$ cat src/rtl/cv32e40n_apu_responder.sv
// cv32e40n_apu_responder: in-order APU request queue; ADD executes locally, LOAD/STORE go out over OBI.
module cv32e40n_apu_responder #(
  parameter int NARGS = 3,
  parameter int WOP = 6,
  parameter int NDSFLAGS = 15,
  parameter int NUSFLAGS = 5,
  parameter int DEPTH = 4,
  parameter int LATENCY = 2
) (
  input  logic                  clk_i,
  input  logic                  rst_i,
  input  logic [NARGS*32-1:0]   apu_operands_i,
  input  logic [WOP-1:0]        apu_op_i,
  input  logic [NDSFLAGS-1:0]   apu_flags_i,
  input  logic                  apu_req_i,
  output logic                  apu_gnt_o,
  output logic                  apu_rvalid_o,
  output logic [31:0]           apu_result_o,
  output logic [NUSFLAGS-1:0]   apu_flags_o,
  output logic                  mem_master_sel,
  output logic                  data_req_o,
  input  logic                  data_gnt_i,
  input  logic                  data_rvalid_i,
  output logic                  data_we_o,
  output logic [3:0]            data_be_o,
  output logic [31:0]           data_addr_o,
  output logic [31:0]           data_wdata_o,
  input  logic [31:0]           data_rdata_i
);
  localparam int AW = $clog2(DEPTH);
  localparam int CW = $clog2(LATENCY + 1);
  typedef enum logic [2:0] {IDLE, EXEC, MREQ, MWAIT, RESP} state_t;
  state_t state, state_n;
  logic [1:0] q_op [DEPTH];
  logic [31:0] q_a [DEPTH];
  logic [31:0] q_b [DEPTH];
  logic [AW:0] wp, rp;
  logic [1:0] op, h_op;
  logic [31:0] a, b, res, h_a, h_b;
  logic ill;
  logic [CW-1:0] cnt;
  logic empty, push, pop, unused;
  assign empty = wp == rp;
  assign apu_gnt_o = !(wp[AW-1:0] == rp[AW-1:0] && wp[AW] != rp[AW]);
  assign push = apu_req_i && apu_gnt_o;
  assign pop = state == IDLE && !empty;
  assign h_op = q_op[rp[AW-1:0]];
  assign h_a = q_a[rp[AW-1:0]];
  assign h_b = q_b[rp[AW-1:0]];
  assign unused = ^{apu_operands_i, apu_op_i, apu_flags_i};
  always_ff @(posedge clk_i) begin
    if (rst_i) begin
      wp <= '0;
      rp <= '0;
    end else begin
      if (push) wp <= wp + 1'b1;
      if (pop) rp <= rp + 1'b1;
    end
    if (push) begin
      q_op[wp[AW-1:0]] <= apu_op_i[1:0];
      q_a[wp[AW-1:0]] <= apu_operands_i[31:0];
      q_b[wp[AW-1:0]] <= apu_operands_i[63:32];
    end
  end
  always_ff @(posedge clk_i) state <= rst_i ? IDLE : state_n;
  always_comb begin
    state_n = state;
    case (state)
      IDLE:    if (!empty) state_n = (h_op == 2'd1 || h_op == 2'd2) ? MREQ : EXEC;
      EXEC:    if (cnt == '0) state_n = RESP;
      MREQ:    if (data_gnt_i) state_n = MWAIT;
      MWAIT:   if (data_rvalid_i) state_n = RESP;
      default: state_n = IDLE;
    endcase
  end
  // ADD and illegal results are known at pop; memory results overwrite on rvalid
  always_ff @(posedge clk_i) begin
    if (rst_i) begin
      op <= '0;
      a <= '0;
      b <= '0;
      res <= '0;
      ill <= 1'b0;
      cnt <= '0;
    end else begin
      if (pop) begin
        op <= h_op;
        a <= h_a;
        b <= h_b;
        res <= h_op == 2'd0 ? h_a + h_b : '0;
        ill <= h_op == 2'd3;
        cnt <= CW'(LATENCY - 1);
      end else if (state == EXEC && cnt != '0) cnt <= cnt - 1'b1;
      if (state == MWAIT && data_rvalid_i) res <= op == 2'd1 ? data_rdata_i : '0;
    end
  end
  assign mem_master_sel = state == MREQ || state == MWAIT;
  assign data_req_o = state == MREQ;
  assign data_we_o = data_req_o && op == 2'd2;
  assign data_be_o = {4{data_req_o}};
  assign data_addr_o = data_req_o ? a : '0;
  assign data_wdata_o = data_we_o ? b : '0;
  assign apu_rvalid_o = state == RESP;
  assign apu_result_o = apu_rvalid_o ? res : '0;
  assign apu_flags_o = NUSFLAGS'(apu_rvalid_o && ill);
endmodule

$ cat config.mk
export PLATFORM = sky130hd
export DESIGN_NAME = cv32e40n_apu_responder
export DESIGN_NICKNAME = d
export VERILOG_FILES = /design/src/rtl/cv32e40n_apu_responder.sv
export SDC_FILE = /design/constraint.sdc
export NUM_CORES = 1
export LEC_CHECK = 0
export ABC_AREA = 1
export BUFFER_PORTS_ARGS = -buffer_cell sky130_fd_sc_hd__buf_4
export CAP_MARGIN = 20
export CELL_PAD_IN_SITES_DETAIL_PLACEMENT = 2
export CELL_PAD_IN_SITES_GLOBAL_PLACEMENT = 2
export CORE_MARGIN = 10
export CORE_UTILIZATION = 32
export DETAILED_ROUTE_END_ITERATION = 8
export GPL_ROUTABILITY_DRIVEN = 0
export MAX_ROUTING_LAYER = met4
export PLACE_DENSITY_LB_ADDON = 0.3
export SLEW_MARGIN = 20
export SYNTH_ARGS = -nofsm -noshare
export SYNTH_HDL_FRONTEND = slang
export SYNTH_SLANG_ARGS = --single-unit
$ cat constraint.sdc
create_clock -name clk_i -period 4.6 [get_ports clk_i]
set_clock_uncertainty 0.15 [all_clocks]
set_input_delay 0.92 -clock clk_i [delete_from_list [all_inputs] [get_ports clk_i]]
set_output_delay 0.92 -clock clk_i [all_outputs]
set_load 0.02 [all_outputs]
==> metrics.txt, run 1 <==
fraction of layout cells with a size suffix above 1=19.2%; Int Pwr=0.00801 W; worst-path fanout max=62; kind of critical path=reg2reg; clock power share=21.9%; setup_tns=0 ns; min Tclk post-route=3.79 ns; Post-synth EDFFs=264; Clk Tree Root Cell=clkbuf_16; DIE WIDTH=255 um; post-CTS sizing=0; WL/cell=22.3 um; Slew headroom=24.8%; First DRT Iteration DRCs=708; status=finished, final reports clean; fin. max-slew vios=0; First-pass DRT Iterations=5; Crit path required time=4.95 ns; Synth Flop Type=edfxtp_1; max incr delay on CP=0.51 ns; Hold WC Path Type=reg2reg; num rows=86; endpoint kind of the worst setup timing path=flip-flop; Pwr Total=0.0146 W; Max VDD drop=0.514 mV; CTS tree=done; Final ANT Viol Nets=0; global-route wire length before repair=93.1 mm; Total Wirelength=62.0 mm; area grow syn2layout=19.8%; via density per instance=5.01; CTS sink count=376; # fillers=6058; number of hold-repair buffers added at the cts stage=0; DIE AREA=0.0649 mm^2; Final period util=82.3%; TritonCTS buffer count=42; Initial Utilization=32.1%; Power per Cell Area=689 mW/mm^2; Post-Syn Area=0.0176 mm^2; worst-skew pair later-pin latency=0.59 ns; largest net degree at the start of global routing=130; RSZ-0062 raised after global routing=no; dpl hpwl=44.5 mm; share of synthesized registers carrying an async set or reset=0%; part of the power in registers=29.6%; worst path arrival time=4.14 ns; IO Count=264; sequential element share of the synthesized area=57.6%; via count=13900; GR Util All Layers=19.6%; max_cap viols=0; Avg Inst Size Synth=9.52 um^2; endpoints failing hold=0; fmax=264 MHz; Leak Pwr=8.47 nW; Cell variety after synth=38; most frequent CP cell=nand3_1; initial antenna violation count=3; power share of the combinational group=48.6%; CP Launch Type=flip-flop; CTS Buffer Depth=3; Synthesis Warnings=0; Slowest-stage cell, CP=buf_4; worst slew pin tran=1.13 ns; Syn Inst Count=1854; nets@finish=2230; P_sw=0.00656 W; final setup violation count=0; GRT Residual Overflow=0; die height=255 um; Synth Register Bits=376; sw frac=45.0%; register clock-pin slew on the reported worst setup and hold paths=0.06 ns; DRC=0; Post-CTS Setup Inserts=0; htree depth=2; CORE AREA=0.0549 mm^2; vias in the first global route=15300; # port buffers=208; critical-path cell list=clkinv_2, buf_4, o21ai_0, o22ai_2, ha_1, inv_1, fa_1, inv_1, nand3_1, nand3_1, nand3_1, nand3_1, nand2_1, nand3_1, nand3_1, a21oi_1
==> cells in the final DEF, fill, tap and decap left out, types with 16 or more instances in the layout <==
| master | netlist | layout |
|---|---|---|
| edfxtp_1 | 264 | 264 |
| buf_4 | 20 | 226 |
| ha_1 | 39 | 39 |
| nand3_1 | 49 | 49 |
| dfxtp_1 | 112 | 111 |
| o22ai_2 | 16 | 16 |
| clkbuf_16 | 0 | 42 |
| o22ai_1 | 44 | 44 |
| nand2_1 | 271 | 271 |
| a211oi_2 | 61 | 61 |
| a21oi_1 | 96 | 96 |
| nor2_1 | 336 | 333 |
| inv_1 | 232 | 231 |
| o21ai_0 | 167 | 167 |
| clkbuf_1 | 30 | 18 |
==> sequential cells by signal, indices dropped and copies added, names as in the netlist, named ones only <==
| signal | cells |
|---|---|
| wp | 3 |
| q_op | 8 |
| res | 32 |
| q_b | 128 |
| a | 32 |
| ill | 1 |
| op | 2 |
| state | 3 |
| rp | 3 |
| cnt | 2 |
| b | 32 |
| q_a | 128 |
==> synth_stat cells, types with 30 or more instances <==
master	number	share of area (%)
a21oi_1	96	2.7
nand3_1	49	1.4
nor2_1	336	7.1
a211oi_2	61	4.3
inv_1	232	4.9
buf_2	38	1.1
clkbuf_1	30	0.64
nand2_1	271	5.8
edfxtp_1	264	45
o22ai_1	44	1.6
dfxtp_1	112	13
o21ai_0	167	4.7
ha_1	39	2.8
==> path summary, 6_finish.rpt <==
check	slack (ns)	depth (start not counted)	to	startpoint
setup / recovery	0.81	16	res[28]$_SDFFE_PP0P_	flip-flop
hold / removal	0.32	2	ill$_SDFFE_PP0P_	ill$_SDFFE_PP0P_
setup reg to reg	0.81	16	res[28]$_SDFFE_PP0P_	flip-flop
hold reg to reg	0.32	2	ill$_SDFFE_PP0P_	ill$_SDFFE_PP0P_
==> metrics by stage <==
step                      area (um^2)  utilization (%)  instances  worst slack (ns)  hold WS, ns
after global placement          19800             36.1       2695             0.957        0.307
after floorplan                 17700                -       1857             0.163        0.280
after global routing            21100             38.5       2775             0.465        0.352
after CTS                       21100             38.5       2772             0.788        0.326
after detailed placement        19800             36.1       2695             0.820        0.315
final                           21100             38.5       2775             0.815        0.324
==> area by class of cell <==
type	instances	area [um^2]	area share, %
sequential	376	10200	48.1
multi-input combinational	1141	6070	28.7
timing repair buffer	231	1800	8.53
clock buffer	63	1160	5.49
inverter	244	917	4.34
tap	704	881	4.17
clock inverter	14	129	0.610
antenna	2	5.00	0.0237
==> power groups by stage <==
stage / clock network (W) / registers (W) / logic, W
final: 0.00319 / 0.00431 / 0.00707
after global routing: 0.00341 / 0.00435 / 0.00796
after CTS: 0.00326 / 0.00431 / 0.00718
after detailed placement: 0 / 0.00438 / 0.00712
after global placement: 0 / 0.00434 / 0.00687
after floorplan: 0 / 0.00429 / 0.00483
==> critical path: cells and delay by family (launching register included) <==
| family | cells | cell delay, ns |
|---|---|---|
| flip-flops | 1 | 0.47 |
| AO/OA/AOI/OAI | 3 | 0.71 |
| adder cells (fa/ha/maj) | 2 | 0.68 |
| AND/OR/NAND/NOR | 7 | 0.81 |
| buffers and inverters | 4 | 0.81 |
==> metal layers <==
metal / GRT usage, % / up-vias / part of all wire [%] / wire length [um]
li1: - / 6555 / - / -
met1: 23.2 / 7038 / 43 / 26900
met2: 34.5 / 227 / 51 / 31600
met3: 2.55 / 73 / 3.5 / 2150
met4: 5.27 / 0 / 2.1 / 1290
met5: - / - / 0 / 0
==> cell families after synthesis <==
logic type | count (synthesis) | synth area share, %
buffers and inverters | 340 | 8.18
other | 1 | 0.0213
adders and majority gates | 40 | 2.88
DFF | 376 | 57.6
and+or+nand+nor | 682 | 15.3
AOI/OAI and AO/OA | 409 | 15.7
xor gates and xnor gates | 6 | 0.298
No activity file was read; power rests on OpenSTA's default activity.
==> inputs of run 2 (changes only) <==
Settings changed: ABC_AREA 1 to 0, CORE_UTILIZATION 32 to 35.
Clock period 4.6 ns to 3.3 ns, I/O delays scaled along.
==> metrics.txt, run 2 <==
status=finished, violations left; violated checks=negative setup slack; largest net degree at the start of global routing=68 (-48%); fin worst setup slack=-0.464 ns (-1.28 ns); final setup violation count=26 (+26); GRT Residual Overflow=0 (unchanged); vias in the first global route=13700 (-10%); CORE AREA=0.0465 mm^2 (-15%); worst path arrival time=4.09 ns (-0.05 ns); kind of critical path=reg2reg; Cell variety after synth=60 (+58%); global-route wire length before repair=88.6 mm (-4.9%); uppermost layer routed=met4; CTS Buffer Depth=3 (unchanged); fin. max-slew vios=0 (unchanged); Hold WC Path Type=in2reg; Clk Tree Root Cell=clkbuf_16; RSZ-0062 raised after global routing=yes; Final ANT Viol Nets=0 (unchanged); Post-synth top cells=264 x edfxtp_1, 168 x nand2_1, 120 x a21oi_1; Crit path max-delay family=simple AND/OR/NAND/NOR gates; fmax=266 MHz (+0.57%); via count=12400 (-11%); commonest non-fill, non-tap cells in the layout=389 x buf_4, 264 x edfxtp_1, 166 x nand2_1; Total Wirelength=62.2 mm (+0.30%); dpl hpwl=39.9 mm (-10%); worst slew pin tran=0.809 ns (-0.318 ns); Synth Flop Type=edfxtp_1; max_cap viols=0 (unchanged); htree depth=2 (unchanged); CP Launch Type=flip-flop; Post-synth EDFFs=264 (unchanged); commonest non-fill, non-tap cell in the layout=buf_4; CTS sink count=376 (unchanged); sequential element share of the synthesized area=62.0% (+4.3 points); met3 WL=2.07 mm (-3.4%); Avg Inst Size Synth=12.9 um^2 (+35%); post-synthesis compound-gate area fraction=9.83% (-5.9 points); count leader, synth=edfxtp_1; die height=237 um (-7.2%); post-synth top area share=48.3% (+3.4 points); Post-Syn Area=0.0164 mm^2 (-7.0%); DIE AREA=0.0559 mm^2 (-14%); register clock-pin slew on the reported worst setup and hold paths=0.07 ns (about the same); Synthesis Warnings=0 (unchanged); min Tclk post-route=3.76 ns (-0.0214 ns); nets@finish=1847 (-17%); worst-skew pair later-pin latency=0.58 ns (about the same); via density per instance=5.41 (+8.0%); post-synthesis xor/xnor area fraction=1.33% (+1.0 points); share of synthesized registers carrying an async set or reset=0% (unchanged); initial antenna violation count=2 (-1); critical-path cell list=buf_12, buf_16, mux4_2, ha_4, nand4b_1, a211oi_2, buf_4, o211ai_1, buf_4, nand2_4, a21oi_4, or4_4, a31oi_1; DIE WIDTH=237 um (-7.2%); Finished Layout Cells=2296 (-17%); # fillers=4484 (-26%); post-synth top area cell=edfxtp_1; CTS tree=done; Max VDD drop=0.458 mV (-11%); First-pass DRT Iterations=5 (unchanged); # port buffers=208 (unchanged); most frequent CP cell=buf_4; Synth Area in Adders=3.10% (+0.22 points); fraction of layout cells with a size suffix above 1=39.3% (+20 points); num rows=79 (-8.1%); max incr delay on CP=0.60 ns (+0.09 ns); worst-path fanout max=4 (-94%); # placed instances=2177 (-19%); WL met2=31.7 mm (+0.37%); GR Util All Layers=21.2% (+1.7 points); WL/cell=27.1 um (+21%); Leak Pwr=8.53 nW (+0.81%); IO Count=264 (unchanged); synth top area cells=edfxtp_1 48%, dfxtp_1 14%, mux4_2 9.1%, nand2_1 3.8%, a21oi_1 3.7%; Worst Path Buf+Inv=4 (unchanged); endpoint kind of the worst setup timing path=flip-flop; TritonCTS buffer count=42 (unchanged); Slowest-stage cell, CP=mux4_2; Final period util=114% (+32 points); mux cell area share after synthesis=9.34% (+9.3 points); Slew headroom=45.3% (+20 points); number of hold-repair buffers added at the cts stage=0 (unchanged); setup_tns=-6.11 ns (-6.11 ns); Syn Inst Count=1277 (-31%); Post-Synth Simple-Gate Area=11.7% (-3.6 points); endpoints failing hold=0 (unchanged); Synth Register Bits=376 (unchanged); largest family of logic cells by synthesized area=simple AND/OR/NAND/NOR gates; Initial Utilization=35.3% (+3.2 points); area grow syn2layout=36.7%; Power per Cell Area=999 mW/mm^2 (+45%); Crit path required time=3.63 ns (-1.32 ns); DRC=0 (unchanged); First DRT Iteration DRCs=774 (+9.3%); M1 wire length=26.9 mm (about the same)
-- run 2: cell types whose count changed in the layout (fill, tap and decap cells not counted), sizes merged, moves of 52 or more --
cell | previous run | this run
nor2 | 338 | 49
inv | 244 | 21
buf | 231 | 417
o21ai | 172 | 46
nand2 | 275 | 168
and2 | 2 | 70
mux4 | 0 | 66
o22ai | 60 | 2
a211oi | 62 | 10
-- run 2: layout make-up --
class	count	area, um^2	area share, %
well taps	607	759	3.39
multi-input cells	796	6610	29.5
clock buffers	61	1210	5.41
flip-flops and latches	376	10200	45.4
inverters	20	75.1	0.335
clock inverters	16	195	0.870
repair buffers	417	3390	15.1
diodes	3	7.51	0.0335
-- run 2: power by group --
group          internal (W)  switching [W]
Clock               0.00287        0.00195
Sequential          0.00578       0.000412
Combinational       0.00488        0.00650
Total                0.0135        0.00887
-- run 2: metrics by stage --
stage	cell area [um^2]	hold WS, ns	utilization, %	power, W	setup WS [ns]
CTS	21800	0.117	47.0	0.0211	-0.254
global route	22400	0.124	48.3	0.0235	-0.555
finish	22400	0.130	48.3	0.0224	-0.464
detailed placement	19800	0.300	42.7	0.0153	-0.383
floorplan	16500	0.282	-	0.0112	-0.0589
global placement	19800	0.289	42.7	0.0150	-0.260
-- run 2: cell families after synthesis --
kind of cell | after synthesis
AOI/OAI and AO/OA | 262
xor gates and xnor gates | 25
adders and majority gates | 40
buffers and inverters | 108
DFF | 376
muxes | 70
other | 1
and+or+nand+nor | 395
-- run 2: worst paths after layout --
kind,to,slack [ns],cells after the start,start
setup / recovery,res[27]$_SDFFE_PP0P_,-0.46,13,flip-flop
hold / removal,q_b[0][8]$_DFFE_PP_,0.13,1,apu_operands_i[40]
setup reg to reg,res[27]$_SDFFE_PP0P_,-0.46,13,flip-flop
hold reg to reg,b[1]$_SDFFE_PP0P_,0.30,2,b[1]$_SDFFE_PP0P_
-- run 2: timing repair --
action,4_1_cts,5_1_grt
setup endpoints to repair,59,25
setup buffers,17,20
cloned,2,0
pin swaps,21,41
gates resized for setup,77,71
-- run 2: per-layer routing --
| metal | global-route usage [%] | vias to the layer above |
|---|---|---|
| met1 | 26.4 | 6534 |
| met3 | 3.03 | 74 |
| met2 | 35.1 | 282 |
| met4 | 7.20 | 0 |
| met5 | - | - |
| li1 | - | 5520 |
-- run 2: worst reg2reg max path, cell delays in order (launching register included) --
cell	delay (ns)
dfxtp_4	0.39
buf_12	0.15
buf_16	0.14
mux4_2	0.60
ha_4	0.35
nand4b_1	0.26
a211oi_2	0.38
buf_4	0.17
o211ai_1	0.16
buf_4	0.19
nand2_4	0.09
a21oi_4	0.07
or4_4	0.42
a31oi_1	0.15
==> inputs of run 3 (changes only) <==
Settings changed: CORE_UTILIZATION 35 to 38, GPL_TIMING_DRIVEN set to 0.
Clock period 3.3 ns to 4.2 ns, I/O delays scaled along.
==> metrics.txt, run 3 (synthesis results as in run 2) <==
endpoint kind of the worst setup timing path=flip-flop; Final period util=98.0% (-16 points); fmax=243 MHz (-8.6%); critical-path cell list=buf_12, buf_6, mux4_2, ha_1, a211o_1, a21oi_2, a211oi_2, or2_4, a221o_1, a31oi_4, o221ai_2, mux2_4; htree depth=2 (unchanged); kind of critical path=reg2reg; area occupied by multi-input gates=0.00586 mm^2 (-11%); num rows=76 (-3.8%); Max VDD drop=0.355 mV (-23%); worst-skew pair later-pin latency=0.58 ns (about the same); TritonCTS buffer count=42 (unchanged); DRC=0 (unchanged); final setup violation count=0 (-100%); Total Wirelength=56.6 mm (-9.0%); via density per instance=5.41 (+0.16%); max incr delay on CP=0.62 ns (+0.02 ns); # port buffers=208 (unchanged); Leak Pwr=7.59 nW (-11%); via count=11700 (-6.1%); Hold Crit Endpoint=b[31]$_SDFFE_PP0P_; vias in the first global route=12800 (-6.2%); fraction of layout cells with a size suffix above 1=24.8% (-15 points); Worst R2R Setup Slack=0.08 ns (+0.55 ns); First-pass DRT Iterations=4 (-1); r2r worst-path depth=12 (-1); Crit path required time=4.49 ns (+0.86 ns); ANT cells=0 (-3); Crit path max-delay family=compound AO/OA/AOI/OAI gates; GRT Residual Overflow=0 (unchanged); register clock-pin slew on the reported worst setup and hold paths=0.06 ns (about the same); area grow syn2layout=24.2%; max_cap viols=0 (unchanged); worst slew pin tran=0.978 ns (+0.169 ns); fin. max-slew vios=0 (unchanged); WL/cell=26.3 um (-2.9%); CORE AREA=0.0429 mm^2 (-7.7%); Power per Cell Area=726 mW/mm^2 (-27%); WHS Path Cells=2 (+1); IO Count=264 (unchanged); Pwr Total=0.0148 W (-34%); Slew headroom=34.8% (-10 points); DIE AREA=0.0519 mm^2 (-7.2%); Worst Path Buf+Inv=2 (-2); r2r endpoint=res[29]$_SDFFE_PP0P_; Final ANT Viol Nets=0 (unchanged); Clk Tree Root Cell=clkbuf_16; commonest non-fill, non-tap cells in the layout=264 x edfxtp_1, 218 x buf_4, 168 x nand2_1; worst-path fanout max=10 (+6); Slowest-stage cell, CP=mux4_2; register area=0.0102 mm^2 (about the same); commonest non-fill, non-tap cell in the layout=edfxtp_1; CTS sink count=376 (unchanged); CTS Buffer Depth=3 (unchanged); Initial Utilization=38.3% (+2.9 points); largest net degree at the start of global routing=44 (-35%); min Tclk post-route=4.12 ns (+0.353 ns); global-route wire length before repair=85.5 mm (-3.5%); Hold Crit Start=b[31]$_SDFFE_PP0P_; DIE WIDTH=228 um (-3.7%); number of hold-repair buffers added at the cts stage=0 (unchanged); status=finished, final reports clean; CP Launch Type=flip-flop; # fillers=4163 (-7.2%); die height=228 um (-3.7%); endpoints failing hold=0 (unchanged); First DRT Iteration DRCs=671 (-13%); Hold WC Path Type=reg2reg; Area after DPL=0.0188 mm^2 (-5.1%); worst hold slack=0.303 ns (+0.173 ns); worst path arrival time=4.41 ns (+0.32 ns); RSZ-0062 raised after global routing=yes; setup_tns=0 ns (+6.11 ns); initial antenna violation count=1 (-1); dpl hpwl=41.5 mm (+4.1%); final instance area=0.0204 mm^2 (-9.1%); GR Util All Layers=22.1% (+0.90 points); nets@finish=1728 (-6.4%); CTS tree=done
[run 3: changes by cell type in the layout (fill, tap and decap cells not counted), sizes merged]
| cell | before | now |
|---|---|---|
| clkinv | 7 | 13 |
| inv | 21 | 20 |
| buf | 417 | 229 |
| bufinv | 4 | 6 |
| clkbuf | 61 | 128 |
| clkinvlp | 4 | 0 |
| diode | 3 | 0 |
[run 3: worst max-delay path by stage]
stage | start | slack [ns] | to | cells past startpoint
after floorplan | flip-flop | 0.20 | res[29]$_SDFFE_PP0P_ | 12
after global placement | flip-flop | -0.98 | res[29]$_SDFFE_PP0P_ | 12
after detailed placement | flip-flop | -0.88 | res[18]$_SDFFE_PP0P_ | 14
after CTS | flip-flop | 0.01 | res[29]$_SDFFE_PP0P_ | 12
after global routing | flip-flop | -0.08 | res[29]$_SDFFE_PP0P_ | 12
final | flip-flop | 0.08 | res[29]$_SDFFE_PP0P_ | 12
[run 3: worst reg2reg max path, stage by stage, from the launching register on]
cell and delay (ns):
dfxtp_2 0.39, buf_12 0.19, buf_6 0.22, mux4_2 0.62, ha_1 0.39, a211o_1 0.33, a21oi_2 0.16, a211oi_2 0.13
or2_4 0.27, a221o_1 0.43, a31oi_4 0.25, o221ai_2 0.16, mux2_4 0.31
[run 3: what timing repair did]
action                                  4_1_cts  5_1_grt
endpoints found under the setup margin       58       25
buffers inserted                              0        0
gates resized for setup                      21       18
[run 3: area by class of cell]
cell class,instances,area share [%]
multi-input cells,796,28.7
plain buffers,86,2.05
clock inverters,19,1.44
well taps,585,3.59
clock buffers,59,5.77
flip-flops and latches,376,49.9
repair buffers,212,8.16
inverters,20,0.368
[run 3: power by group]
part           internal [W]  switching (W)  total (W)
logic               0.00211        0.00399    0.00610
registers           0.00453       0.000293    0.00483
clock network       0.00234        0.00153    0.00388
total               0.00899        0.00582     0.0148
[run 3: metal layers]
layer	up-vias	GRT usage [%]	wire length [um]
met4	0	6.79	1410
met1	6007	27.9	25000
met5	-	-	0
met2	290	35.6	27500
li1	5282	-	-
met3	77	4.27	2740
[run 3: per-stage QoR]
stage                     util [%]  cells  setup WS [ns]
final                         47.5   2153         0.0828
after global routing          47.5   2153        -0.0760
after CTS                     47.5   2155         0.0127
after detailed placement      43.9   2077         -0.876
after global placement        43.6   2073         -0.980
after floorplan                  -   1280          0.199
